### src/rtl/lc3b_types.sv
// Shared LC-3b types for the fetch queue: the 16-bit machine word, the stored
// queue entry, and the default queue depth.
package lc3b_types;

    typedef logic [15:0] lc3b_word;

    typedef struct packed {
        lc3b_word pc;
        lc3b_word ir;
    } lc3b_fq_entry;

    localparam int LC3B_FQ_DEPTH = 4;

endpackage

### src/rtl/lc3b_fetch_queue.sv
// LC-3b fetch queue: a circular buffer of {pc, ir} entries between fetch and
// decode. A flush discards every entry and rewinds both pointers.
//
// Optional build macro LC3B_FQ_BYPASS_EN. When it is defined and the queue
// holds no entries, an offered push drives the head outputs in the same cycle.
// If decode also pops in that cycle, the entry is consumed at once and is not
// stored. When the macro is undefined, there is no combinational path from
// the push inputs to the head outputs.
module lc3b_fetch_queue
    import lc3b_types::*;
#(
    parameter int DEPTH = LC3B_FQ_DEPTH,
    parameter int PTR_W = $clog2(DEPTH)
) (
    input  logic             clk,
    input  logic             rst_n,
    input  logic             push,
    input  lc3b_word         push_pc,
    input  lc3b_word         push_ir,
    output logic             push_ready,
    input  logic             pop,
    output logic             head_valid,
    output lc3b_word         head_pc,
    output lc3b_word         head_ir,
    input  logic             flush,
    output logic [PTR_W:0]   count
);

    localparam logic [PTR_W:0] FULL_COUNT = (PTR_W + 1)'(DEPTH);

    lc3b_fq_entry     mem_q [DEPTH];
    logic [PTR_W-1:0] rd_ptr_q, rd_ptr_d;
    logic [PTR_W-1:0] wr_ptr_q, wr_ptr_d;
    logic [PTR_W:0]   count_q, count_d;

    logic stored_valid;
    logic push_fire;
    logic pop_fire;
    logic bypass;
    logic store;

    assign count = count_q;

    // Handshake decode: acceptance, retirement and whether the push is stored.
    always_comb begin
        stored_valid = (count_q != '0);
        // Flush wins over pop; reset holds off any new push.
        pop_fire     = pop && stored_valid && !flush;
        push_ready   = rst_n && !flush && ((count_q < FULL_COUNT) || pop);
        push_fire    = push && push_ready;
`ifdef LC3B_FQ_BYPASS_EN
        bypass       = push_fire && !stored_valid;
`else
        bypass       = 1'b0;
`endif
        // A bypassed entry popped in the same cycle never reaches storage.
        store        = push_fire && !(bypass && pop);
    end

    // Head outputs: stored head first, then the bypassed push, else zeros.
    always_comb begin
        head_valid = stored_valid;
        head_pc    = '0;
        head_ir    = '0;
        if (stored_valid) begin
            head_pc = mem_q[rd_ptr_q].pc;
            head_ir = mem_q[rd_ptr_q].ir;
        end
`ifdef LC3B_FQ_BYPASS_EN
        else if (bypass) begin
            head_valid = 1'b1;
            head_pc    = push_pc;
            head_ir    = push_ir;
        end
`endif
    end

    // Next-state for pointers and occupancy; pointers wrap naturally at DEPTH.
    always_comb begin
        rd_ptr_d = rd_ptr_q;
        wr_ptr_d = wr_ptr_q;
        count_d  = count_q;
        if (flush) begin
            rd_ptr_d = '0;
            wr_ptr_d = '0;
            count_d  = '0;
        end else begin
            if (store) begin
                wr_ptr_d = wr_ptr_q + PTR_W'(1);
            end
            if (pop_fire) begin
                rd_ptr_d = rd_ptr_q + PTR_W'(1);
            end
            unique case ({store, pop_fire})
                2'b10:   count_d = count_q + (PTR_W + 1)'(1);
                2'b01:   count_d = count_q - (PTR_W + 1)'(1);
                default: count_d = count_q;
            endcase
        end
    end

    // Control state with asynchronous reset.
    always_ff @(posedge clk or negedge rst_n) begin
        if (!rst_n) begin
            rd_ptr_q <= '0;
            wr_ptr_q <= '0;
            count_q  <= '0;
        end else begin
            rd_ptr_q <= rd_ptr_d;
            wr_ptr_q <= wr_ptr_d;
            count_q  <= count_d;
        end
    end

    // Entry storage; contents are don't-care until written, so no reset.
    always_ff @(posedge clk) begin
        if (store) begin
            mem_q[wr_ptr_q] <= '{pc: push_pc, ir: push_ir};
        end
    end

endmodule
### config.mk
export PLATFORM = sky130hd
export DESIGN_NAME = lc3b_fetch_queue
export DESIGN_NICKNAME = d
export VERILOG_FILES = /design/src/rtl/lc3b_types.sv /design/src/rtl/lc3b_fetch_queue.sv
export SDC_FILE = /design/constraint.sdc
export NUM_CORES = 1
export LEC_CHECK = 0
export CORE_MARGIN = 3
export CORE_UTILIZATION = 40
export DETAILED_ROUTE_END_ITERATION = 10
export PLACE_DENSITY = 0.59
export SYNTH_ARGS = -nofsm -noshare
export SYNTH_HDL_FRONTEND = slang
export SYNTH_SLANG_ARGS = --single-unit
### constraint.sdc
create_clock -name clk -period 5.3 [get_ports clk]
set_clock_uncertainty 0.15 [all_clocks]
set_input_delay 1.06 -clock clk [delete_from_list [all_inputs] [get_ports clk]]
set_output_delay 1.06 -clock clk [all_outputs]
set_load 0.01 [all_outputs]
==> impl_metrics.yaml <==
cells_and_area:
  drive_gt1_frac: 0.205
  num_antenna_cells: 0
  fin_area_um2: 6800
  nNetsFinal: 376
  areaGrowthSynthToFinish_pct: 26.9
  nFillCells: 1024
  layout_common_cells: "edfxtp_1 (128), clkdlybuf4s50_1 (73), mux4_2 (32), and2_1 (32), clkbuf_16 (17)"
  layout_commonest_cell: "edfxtp_1"
outcome:
  status: "completed"
sta:
  finalCriticalPeriod_ns: 3.89
  fin_crit_sh: 0.734
  fmax_mhz: 257
  setup_violations: 0
  relSlewSlack: 0.385
  worstMarginPinSlew_ns: 0.923
  tns_ns: 0
  whs_ns: 0.457
  rsz0062_at_grt: "false"
  slew_viol_final: 0
  timing.final.hold_violations: 0
cts:
  clockRootBuffer: "clkbuf_16"
  clk_pin_slew_ns: 0.05
  cts_tree: "built"
  ctsHoldBuffers: 0
  cts_sinks: 135
  clk_latency_ns: 0.40
  cts_buffers: 17
  post-cts-setup-buffers: 0
  h-tree-depth: 4
  cts_resized: 0
  clockBufferDepth: 2
die:
  initial_core_util: 0.416
  num_rows: 41
  die_width_um: 122
  core_um2: 12900
  io_pins: 74
  die_y_um: 122
  fp.dieArea_um2: 14800
grt:
  grt_first_pass_wirelength_um: 15000
  grt_start_max_net_pins: 36
  grt_pass1_vias: 2624
  antenna_found_initial: 0
  grt.total_usage: 0.139
  grt-ovfl-total: 0
drt:
  dr.pass1.iters: 4
  vias: 2526
  via_per_inst: 4.87
  met1_length_um: 4330
  wl_met3_um: 415
  totalWireLength_um: 9590
  drt-initial-drc-count: 166
  drc: 0
  drt-wirelength-per-cell_um: 18.5
  highest_layer: "met4"
  antenna_left: 0
  met2_length_um: 4760
worst_setup_path:
  cp-end-kind: "output port"
  crit_fanout: 8
  start_kind: "primary input"
  criticalPathCategory: "primary input to output port"
  crit_arrival_ns: 2.68
  reg2reg_depth: 8
  crit_required_ns: 4.09
placed_design:
  place.gp.congestion: 0.721
  dp_hpwl_um: 5550
  placed_cell_area_um2: 6240
  port_buffers: 73
synthesis:
  synth_cell_types: 29
  ys_ff_latch: 135
  avgSynthCellArea_um2: 21.2
  ys_seq_area_frac: 0.750
  ys.warnings.count: 0
  syn-num-nets: 295
  netlist_instances: 253
  synth_area_um2: 5360
power_and_ir_drop:
  irDropWorstVdd_v: 0.000244
  p_leak_nw: 2.22
  total_power_w: 0.00328
  power.density_nw_per_um2: 483
min_path:
  whs_path_depth: 1
  hold_path_class: "flop to flop"
run:
  drv_cap: 0
==> layer usage <==
| metal | track usage | vias up |
|---|---|---|
| li1 | - | 1162 |
| met1 | 0.193 | 1293 |
| met4 | 0.0420 | 0 |
| met3 | 0.0478 | 6 |
| met5 | 0 | - |
| met2 | 0.211 | 65 |
==> Yosys cell counts, drive strengths merged <==
library cell | instances | share of area
a2111oi | 1 | 0.0016
a41oi | 1 | 0.0016
and2 | 36 | 0.042
and2b | 1 | 0.0014
and3b | 1 | 0.0016
buf | 8 | 0.013
clkbuf | 5 | 0.0035
dfrtp | 7 | 0.033
edfxtp | 128 | 0.72
fa | 1 | 0.0037
ha | 4 | 0.0093
inv | 4 | 0.0028
mux2 | 3 | 0.0070
mux2i | 1 | 0.0019
mux4 | 32 | 0.13
nand2 | 2 | 0.0028
nand2b | 2 | 0.0023
nand3 | 1 | 0.00093
nor2 | 5 | 0.0035
nor2b | 4 | 0.0047
nor3 | 2 | 0.0019
o31ai | 1 | 0.0014
xor2 | 3 | 0.0084
==> logic make-up after synthesis <==
family                     count (synthesis)  synth area share
xor gates and xnor gates                   3           0.00840
and+or+nand+nor                           54            0.0612
adders and majority gates                  5            0.0131
AOI/OAI and AO/OA                          3           0.00467
DFF                                      135             0.750
buffers and inverters                     17            0.0196
muxes                                     36             0.143
==> through the flow <==
step / worst slack [ns] / cells / utilization
after floorplan: 2.36 / 253 / -
after global placement: 1.37 / 487 / 0.485
after detailed placement: 1.26 / 487 / 0.485
after CTS: 1.37 / 519 / 0.528
after global routing: 1.27 / 519 / 0.528
final: 1.41 / 519 / 0.528
==> state kept, by name, summed over array words and instances (netlist names) <==
signal    flops
mem_q       128
count         3
rd_ptr_q      2
wr_ptr_q      2
==> report_power, final <==
| group | internal (W) | leakage (nW) | switching (W) |
|---|---|---|---|
| Combinational | 0.000538 | 0.697 | 0.000391 |
| Sequential | 0.00120 | 1.25 | 0.0000500 |
| Clock | 0.000706 | 0.278 | 0.000394 |
==> path summary, 6_finish.rpt <==
kind                          endpoint        start  slack [ns]
setup / recovery            push_ready        rst_n        1.41
hold reg to reg            wr_ptr_q[0]  wr_ptr_q[0]        0.46
min in group asynchronous     count[1]        rst_n        0.78
hold / removal             wr_ptr_q[0]  wr_ptr_q[0]        0.46
max in group asynchronous  rd_ptr_q[0]        rst_n        3.94
setup reg to reg              count[2]     count[0]        2.51
==> worst max-delay path, stage by stage <==
cell and delay (ns):
clkdlybuf4s50_1 0.67, nor2b_1 0.23, and2b_1 0.17, clkdlybuf4s50_1 0.54
==> final cells by class <==
cell class,instances,area (µm²),area share
Multi-Input combinational cell,101,1240,0.183
Tap cell,172,215,0.0316
Clock buffer,28,517,0.0760
Sequential cell,135,4020,0.591
Clock inverter,4,45.0,0.00662
Timing Repair Buffer,75,746,0.110
Inverter,4,15.0,0.00221
(Power assumes the default switching activity.)
